$ cat config.mk
export PLATFORM = sky130hd
export DESIGN_NAME = nn_mem_requester
export DESIGN_NICKNAME = d
export VERILOG_FILES = /design/src/rtl/nn_mem_pkg.sv /design/src/rtl/nn_lane_addr_gen.sv /design/src/rtl/nn_mem_requester.sv
export SDC_FILE = /design/constraint.sdc
export NUM_CORES = 1
export LEC_CHECK = 0
export ABC_AREA = 1
export CORE_MARGIN = 2
export CORE_UTILIZATION = 44
export DETAILED_ROUTE_END_ITERATION = 12
export MAX_ROUTING_LAYER = met4
export PLACE_DENSITY = 0.91
export SYNTH_ARGS = -nofsm -noshare
export SYNTH_HDL_FRONTEND = slang
export SYNTH_SLANG_ARGS = --single-unit
$ cat constraint.sdc
create_clock -name clk -period 5 [get_ports clk]
set_input_delay 1 -clock clk [delete_from_list [all_inputs] [get_ports clk]]
set_output_delay 1 -clock clk [all_outputs]
set_load 0.1 [all_outputs]
$ cat src/rtl/nn_mem_pkg.sv
// Shared constants, address-vector types and requester state encoding for the
// NN memory arbiter and its requester clients.
package nn_mem_pkg;

  localparam int unsigned LANES   = 8;
  localparam int unsigned CADDR_W = 17;
  localparam int unsigned MADDR_W = 16;
  localparam int unsigned CNT_W   = 8;

  typedef logic [LANES-1:0][CADDR_W-1:0] caddr_vec_t;
  typedef logic [LANES-1:0][MADDR_W-1:0] maddr_vec_t;

  typedef enum logic [1:0] {
    IDLE   = 2'd0,
    ACTIVE = 2'd1,
    DONE   = 2'd2
  } req_state_e;

endpackage

$ cat src/rtl/nn_lane_addr_gen.sv
// Expands a base pointer into a burst of consecutive lane addresses,
// wrapping modulo 2^W.
module nn_lane_addr_gen #(
  parameter int unsigned W     = nn_mem_pkg::CADDR_W,
  parameter int unsigned LANES = nn_mem_pkg::LANES
) (
  input  logic [W-1:0]            base_i,
  output logic [LANES-1:0][W-1:0] lanes_o
);

  always_comb begin
    lanes_o = '0;
    for (int unsigned i = 0; i < LANES; i++) begin
      lanes_o[i] = base_i + W'(i);
    end
  end

endmodule

$ cat src/rtl/nn_mem_requester.sv
// Arbiter client: on start, requests the memory ports and walks a sequence of
// LANES-wide address bursts, stalling whenever grant is withdrawn.
module nn_mem_requester #(
  parameter int unsigned LANES   = nn_mem_pkg::LANES,
  parameter int unsigned CADDR_W = nn_mem_pkg::CADDR_W,
  parameter int unsigned MADDR_W = nn_mem_pkg::MADDR_W,
  parameter int unsigned CNT_W   = nn_mem_pkg::CNT_W
) (
  input  logic                          clk,
  input  logic                          rst_n,
  input  logic                          start,
  input  logic [CADDR_W-1:0]            cfg_base,
  input  logic [MADDR_W-1:0]            mem_base,
  input  logic [CNT_W-1:0]              num_bursts,
  output logic                          request,
  input  logic                          grant,
  output logic [LANES-1:0][CADDR_W-1:0] Caddress,
  output logic [LANES-1:0][MADDR_W-1:0] Maddress,
  output logic                          addr_valid,
  output logic                          busy,
  output logic                          done
);

  import nn_mem_pkg::req_state_e;
  import nn_mem_pkg::IDLE;
  import nn_mem_pkg::ACTIVE;
  import nn_mem_pkg::DONE;

  req_state_e         state_q, state_d;
  logic [CADDR_W-1:0] cfg_ptr_q, cfg_ptr_d;
  logic [MADDR_W-1:0] mem_ptr_q, mem_ptr_d;
  logic [CNT_W-1:0]   remaining_q, remaining_d;
  logic               request_q, request_d;
  logic               busy_q, busy_d;
  logic               done_q, done_d;

  always_ff @(posedge clk or negedge rst_n) begin
    if (!rst_n) begin
      state_q     <= IDLE;
      cfg_ptr_q   <= '0;
      mem_ptr_q   <= '0;
      remaining_q <= '0;
      request_q   <= 1'b0;
      busy_q      <= 1'b0;
      done_q      <= 1'b0;
    end else begin
      state_q     <= state_d;
      cfg_ptr_q   <= cfg_ptr_d;
      mem_ptr_q   <= mem_ptr_d;
      remaining_q <= remaining_d;
      request_q   <= request_d;
      busy_q      <= busy_d;
      done_q      <= done_d;
    end
  end

  // Next state; request/busy/done are registered decodes of the next state.
  always_comb begin
    state_d     = state_q;
    cfg_ptr_d   = cfg_ptr_q;
    mem_ptr_d   = mem_ptr_q;
    remaining_d = remaining_q;

    case (state_q)
      IDLE: begin
        if (start) begin
          cfg_ptr_d   = cfg_base;
          mem_ptr_d   = mem_base;
          remaining_d = num_bursts;
          state_d     = (num_bursts != '0) ? ACTIVE : DONE;
        end
      end
      ACTIVE: begin
        if (grant) begin
          cfg_ptr_d   = cfg_ptr_q + CADDR_W'(LANES);
          mem_ptr_d   = mem_ptr_q + MADDR_W'(LANES);
          remaining_d = remaining_q - CNT_W'(1);
          if (remaining_q == CNT_W'(1)) begin
            state_d = DONE;
          end
        end
      end
      DONE:    state_d = IDLE;
      default: state_d = IDLE;
    endcase

    request_d = (state_d == ACTIVE);
    busy_d    = (state_d == ACTIVE);
    done_d    = (state_d == DONE);
  end

  nn_lane_addr_gen #(.W(CADDR_W), .LANES(LANES)) u_cfg_lanes (
    .base_i  (cfg_ptr_q),
    .lanes_o (Caddress)
  );

  nn_lane_addr_gen #(.W(MADDR_W), .LANES(LANES)) u_mem_lanes (
    .base_i  (mem_ptr_q),
    .lanes_o (Maddress)
  );

  assign addr_valid = request_q && grant;
  assign request    = request_q;
  assign busy       = busy_q;
  assign done       = done_q;

endmodule

== Word level (Yosys, flattened, before mapping) ==
Index checks and enable logic that the tools add are counted.
Storage, ports and cells
  register bits after elaboration: 45
  output and inout port bits: 268
  word-level logic and storage cells: 48
Operators by class
  add/subtract/negate cells: 17
  eq/ne operators: 6
  mux-type cells: 14
  reduce and logical (&&, ||, !) cells: 5
Operators with widths (count)
  adder 17 x 3 -> 17 bit, second input constant: 4
  adder 16 x 3 -> 16 bit, second input constant: 4
  adder 17 x 2 -> 17 bit, second input constant: 2
  2-to-1 mux 17 bit: 2
  case mux 17 bit (2 select lines): 1
  adder 16 x 2 -> 16 bit, second input constant: 2
  2-to-1 mux 16 bit: 2
  case mux 16 bit (2 select lines): 1
  adder 17 x 1 -> 17 bit, second input constant: 1
  adder 17 x 4 -> 17 bit, second input constant: 1
  adder 16 x 1 -> 16 bit, second input constant: 1
  adder 16 x 4 -> 16 bit, second input constant: 1
  2-to-1 mux 8 bit: 2
  case mux 8 bit (2 select lines): 1
  == test 8 x 1 -> 1 bit, second input constant: 1
  2-to-1 mux 2 bit: 4
  nonzero test 8 bit: 1
  subtractor 8 x 1 -> 8 bit, second input constant: 1
  == test 2 x 1 -> 1 bit, second input constant: 2
  != test 2 bit, second input constant: 2
  case mux 2 bit (2 select lines): 1
  AND reduction 3 bit: 1
  == test 2 bit, second input constant: 1
  logical NOT 2 bit: 1
  other kinds (2): 2

== Longest topological paths before layout ==
Gate-level depths: netlist of run 1.
  depth after elaboration: 5
  depth in mapped cells: 9

== Hierarchy ==
Synthesis of run 1 repeated with hierarchy kept, for this count alone.
Unflattened totals
  cells, all modules: 1185
  area, all modules: 7019.2 sq um
Modules (own cells, without submodules)
  nn_mem_requester: instances 1, cells an instance 401, area an instance 2785.2 sq um
  nn_lane_addr_gen (u_cfg_lanes): instances 1, cells an instance 411, area an instance 2212.1 sq um
  nn_lane_addr_gen (u_mem_lanes): instances 1, cells an instance 373, area an instance 2021.9 sq um

== Least setup slack after synthesis of run 1 ==
OpenSTA, ideal clock, no wires.
  path kind: register -> output
  from: reg cfg_ptr_q[1]
  to: out Caddress[121] in the netlist's numbering
  arrival time: 5.011 ns
  data required time: 4.000 ns
  slack: -1.011 ns
  stages on the path, launching flop included: 5
  path buffers: 0
  cells stage by stage: dfrtp_1 -> inv_1 -> ha_1 -> xnor2_1 -> inv_1
RTL lines
  start: declaration: line nn_mem_requester.sv:30  | logic [CADDR_W-1:0] cfg_ptr_q, cfg_ptr_d;
  start signal: assignment: line nn_mem_requester.sv:48  | cfg_ptr_q <= cfg_ptr_d;
  end: declaration: line nn_mem_requester.sv:17  | output logic [LANES-1:0][CADDR_W-1:0] Caddress,

==> results of run 1 <==
==> per-stage QoR <==
step	TNS [ps]	instances	utilization	area, sq um
after floorplan	-287	935	-	6640
after global placement	0	1364	0.695	9240
after detailed placement	0	1364	0.695	9240
after CTS	0	1371	0.706	9380
after global routing	0	1372	0.706	9380
final	0	1372	0.706	9380
==> cells in the final DEF (no fill, tap or decap), types with 5 or more instances in the layout <==
cell type        netlist  layout
buf_4                 34     159
nand2_1              253     253
nand3_1               30      30
xor2_1               141      65
dfrtp_1               45      45
xor2_2                 1      76
inv_2                  5       5
or2_2                  5       5
nor2_4                 7       8
nand2_2                9       9
o21ai_0               87      82
a21oi_1               16      14
nor2_1                91      91
ha_1                  22      20
clkinv_1               8       8
o22ai_1                5       5
nand4_1               13      13
o21ai_1               10      15
clkbuf_16              0       5
inv_1                 87      87
clkdlybuf4s50_1        0     159
==> final cells by class <==
type / instances / area share
Tap cell: 176 / 0.0235
Clock buffer: 7 / 0.0152
Timing Repair Buffer: 319 / 0.297
Antenna cell: 1 / 0.000267
Multi-Input combinational cell: 724 / 0.504
Sequential cell: 45 / 0.120
Inverter: 100 / 0.0400
==> registers in the layout, indices dropped and copies added, names as in the netlist <==
name	count
cfg_ptr_q	17
state_q	2
busy	1
remaining_q	8
done	1
mem_ptr_q	16
==> critical path: cells and delay by family (launching register included) <==
family	cells	cell delay (ps)
compound gates	1	240
buf+inv	2	1340
flops	1	810
fa+ha+maj	1	560
==> kinds of logic after synthesis <==
family	after synthesis
AO/OA/AOI/OAI	130
flip-flops	45
adder cells (fa/ha/maj)	22
XOR/XNOR	149
AND/OR/NAND/NOR	423
buffers and inverters	166
==> per-layer routing <==
| layer | global-route usage | wire [um] |
|---|---|---|
| met1 | 0.393 | 9260 |
| met2 | 0.480 | 10800 |
| met3 | 0.0428 | 1730 |
| met4 | 0.0996 | 682 |
| met5 | - | 0 |
==> worst paths after layout <==
| check | end | start |
|---|---|---|
| max | Maddress[37] | mem_ptr_q[2] |
| min in group asynchronous | cfg_ptr_q[5] | rst_n |
| max in group asynchronous | mem_ptr_q[0] | rst_n |
| min reg2reg | remaining_q[6] | remaining_q[6] |
| max reg2reg | cfg_ptr_q[11] | cfg_ptr_q[4] |
| min | remaining_q[6] | remaining_q[6] |
==> results_dict.tcl, run 1 <==
set metrics [dict create \
    grt_max_degree 59 \
    finalWirelength_um 22500 \
    crit_fanout 15 \
    drc 0 \
    setup_viol 0 \
    critPathCaptureType "primary output" \
    worst_pin_slew_ps 1070 \
    critPathRequiredTime_ps 4000 \
    critPathKind "flop to primary output" \
    htreeDepth 2 \
    finalClockSkew_ps 5.21 \
    dp_hpwl_um 18200 \
    ys_warn_count 0 \
    synth-edff-count 0 \
    rr_worst_depth 8 \
    port_buffers 312 \
    routedWlPerCell_um 16.4 \
    cp_slowest_stage_delay_ps 1170 \
    finalCritPeriodShare 0.847 \
    synth_area_sq_um 6020 \
    grt_pass1_vias 6464 \
    cap_viol_max_count 0 \
    cts_root_buf "clkbuf_16" \
    synth_xor_area_frac 0.218 \
    synth_area_per_cell_sq_um 6.44 \
    multi_input_area_sq_um 4730 \
    clkTransAtPathRegs_ps 60 \
    place.gp.congestion 1.03 \
    viasPerCell 5.11 \
    ctsHoldBuffers 0 \
    synth_adder_area_share 0.0457 \
    rows 42 \
    antenna_found_initial 1 \
    grt_overflow 0 \
    cts_buffers 5 \
    synthMuxAreaShare 0 \
    fin_crit_ps 4240 \
    netlist_top_cells_area "xor2_1 21%, dfrtp_1 19%, nand2_1 16%, o21ai_0 7.2%, nor2_1 5.7%" \
    ys_ff_latch 45 \
    routed-via-count 7010 \
    coreArea_sq_um 13300 \
    synth_top_area_frac 0.205 \
    num-fill-cells 1117 \
    synth_top_family_by_area "simple AND/OR/NAND/NOR gates" \
    cts_resized 0 \
    post_cts_buffers 0 \
    drtPass1Iterations 5 \
    ctsLongestPathBuffers 2 \
    synth_top_cell_by_area "xor2_1" \
    synth_compound_area_frac 0.114 \
    hp-class "flop to flop" \
    hold_slack_ps 483 \
    die_x_um 121 \
    drv_slew 0 \
    die_area_sq_um 14600 \
    layout_setup_ws_ps 764 \
    synthCells 935 \
    async_flop_share 1.00 \
    r2r_slack_ps 2510 \
    initial_utilization 0.453 \
    yosys.area_share.simple 0.304 \
    die_h_um 121 \
    final_hold_viol_count 0 \
    synth_flop_cell "dfrtp_1" \
    clock.fmax_ghz 0.236 \
    clk_latency_ps 280 \
    cp_slowest_cell "clkdlybuf4s50_1" \
    nets 1262 \
    ys_seq_area_frac 0.187 \
    clock-sinks 45 \
    syn_nets 1002 \
    pre_cts_ws_ps 1140 \
    crit_arrival_ps 3240 \
    drt_iter0_drc 564 \
    status "finished clean" \
    ant_nets 0 \
    rsz0062_at_grt "false" \
    crit_chain "ha_1 -> inv_1 -> o21ai_0 -> clkdlybuf4s50_1" \
    yosysMostFrequentCell "nand2_1" \
    synth_top_cells_by_count "253 x nand2_1, 141 x xor2_1, 91 x nor2_1" \
    seq_area_sq_um 1130 \
    track_usage 0.300 \
    syn2layout_area_growth_pct 55.8 \
    slew_headroom 0.283 \
    ios 313 \
    cts_tree "yes" \
    hold_depth 2 \
    yosysUniqueCellTypes 38 \
    drive_gt1_frac 0.243 \
    startpoint_type "flop" \
    grt_pass1_wl_um 34100 \
]
Power of run 1 is not shown: default switching activity piles up to over one toggle a cycle in this logic, so the estimate is an artifact.
==> run 2: changes to the inputs <==
Settings changed: CORE_UTILIZATION 44 to 37, PLACE_DENSITY 0.91 to 0.82.
Clock period 5 ns to 3.5 ns, I/O delays scaled along.
==> run 2 against run 1 <==
Setup slack worse by 610 ps. Clock skew down 0.99 ps. Non-clock buffer count up 21. Sequential cell count unchanged. Routed wire length up 20%. Hold slack better by 15 ps. Critical path type unchanged.
==> results_dict.tcl, run 2 (synthesis results as in run 1) <==
set metrics [dict create \
    critPathKind "flop to primary output" \
    worst_pin_slew_ps 1080 \
    syn2layout_area_growth_pct 122 \
    crit_arrival_ps 2650 \
    met2_usage 0.555 \
    clock-sinks 45 \
    pre_cts_ws_ps 402 \
    hp-class "flop to flop" \
    drv_slew 0 \
    fin_tns_setup_ps 0 \
    initial_utilization 0.379 \
    clock.fmax_ghz 0.299 \
    hold_slack_ps 498 \
    layout_commonest_cell "nand2_1" \
    seq_area_sq_um 1160 \
    clk_latency_ps 280 \
    rsz0062_at_grt "false" \
    finalWirelength_um 26900 \
    die_h_um 132 \
    layout_setup_ws_ps 152 \
    place.gp.congestion 0.920 \
    slew_headroom 0.281 \
    cts_buffers 5 \
    coreArea_sq_um 15900 \
    status "finished clean" \
    nets 1283 \
    final_cell_mix "242 x nand2_1, 154 x buf_12, 139 x buf_4, 102 x xor2_4, 77 x inv_1" \
    top_regs "cfg_ptr_q: 17 flops, mem_ptr_q: 16 flops, remaining_q: 8 flops" \
    rows 46 \
    die_area_sq_um 17300 \
    antenna_found_initial 1 \
    finalInstanceArea_sq_um 13400 \
    ant_nets 0 \
    fin_crit_ps 3350 \
    num-fill-cells 905 \
    clkTransAtPathRegs_ps 70 \
    crit_fanout 15 \
    multi_input_area_sq_um 6790 \
    startpoint_type "flop" \
    largest_register_ffs 17 \
    grt_pass1_vias 7583 \
    cap_viol_max_count 0 \
    grt_util_met1 0.394 \
    ctsLongestPathBuffers 2 \
    finalCritPeriodShare 0.957 \
    viasPerCell 5.05 \
    drt_iter0_drc 424 \
    cp_slowest_stage_delay_ps 600 \
    drc 0 \
    htreeDepth 2 \
    drive_gt1_frac 0.488 \
    grt.busiest_layer "met2" \
    crit_chain "ha_1 -> inv_1 -> nand2_1 -> nand2_1 -> nor2_1 -> xor2_4 -> buf_12" \
    dp_hpwl_um 22900 \
    cp_slowest_cell "dfrtp_4" \
    drtPass1Iterations 5 \
    die_x_um 132 \
    post_cts_buffers 0 \
    grtUsageMet3 0.0455 \
    routed-via-count 7236 \
    cts_resized 0 \
    port_buffers 312 \
    track_usage 0.324 \
    dpl-instance-area_sq_um 13200 \
    grt_pass1_wl_um 43300 \
    regMostFlops "cfg_ptr_q" \
    ios 313 \
    finalClockSkew_ps 4.23 \
    cts_tree "yes" \
    cts_root_buf "clkbuf_16" \
    grt_overflow 0 \
    setup_viol 0 \
    grt_max_degree 59 \
    critPathRequiredTime_ps 2800 \
    crit_path_frequent_cell "nand2_1" \
    final_hold_viol_count 0 \
    critPathCaptureType "primary output" \
    routedWlPerCell_um 18.8 \
    ctsHoldBuffers 0 \
]
==> run 2: metal layers <==
layer  part of all wire  routed length (um)  up-vias
met5                  0                   0        -
li1                   -                   -     3377
met3              0.057                1550       61
met4              0.035                 935        0
met2               0.52               14000      325
met1               0.39               10400     3473
==> run 2: critical path, delay by kind of cell, from the launching register on <==
family        cells  cell delay, ps
xor+xnor          1             220
fa+ha+maj         1             340
buf+inv           2             390
flops             1             600
simple gates      3             820
==> run 2: final cells by class <==
| type | count | area share |
|---|---|---|
| multi-input cells | 724 | 0.507 |
| flip-flops and latches | 45 | 0.0869 |
| diodes | 1 | 0.000187 |
| well taps | 216 | 0.0202 |
| repair buffers | 340 | 0.343 |
| clock inverters | 3 | 0.00346 |
| clock buffers | 5 | 0.00934 |
| inverters | 100 | 0.0304 |
==> run 2: path summary, 6_finish.rpt <==
check,startpoint,to,slack (ps),depth (start not counted)
worst max-delay path,mem_ptr_q[2],Maddress[94],150,7
worst min-delay path,remaining_q[6],remaining_q[6],500,2
worst max register to register,cfg_ptr_q[3],cfg_ptr_q[11],1310,8
worst min register to register,remaining_q[6],remaining_q[6],500,2
max in group asynchronous,rst_n,mem_ptr_q[2],2090,1
min in group asynchronous,rst_n,mem_ptr_q[5],610,1
==> run 2: metrics by stage <==
step / instances / utilization
floorplan: 935 / -
global placement: 1425 / 0.832
global route: 1434 / 0.843
CTS: 1433 / 0.843
detailed placement: 1425 / 0.832
finish: 1434 / 0.843
Power of run 2 is left out for the same reason.
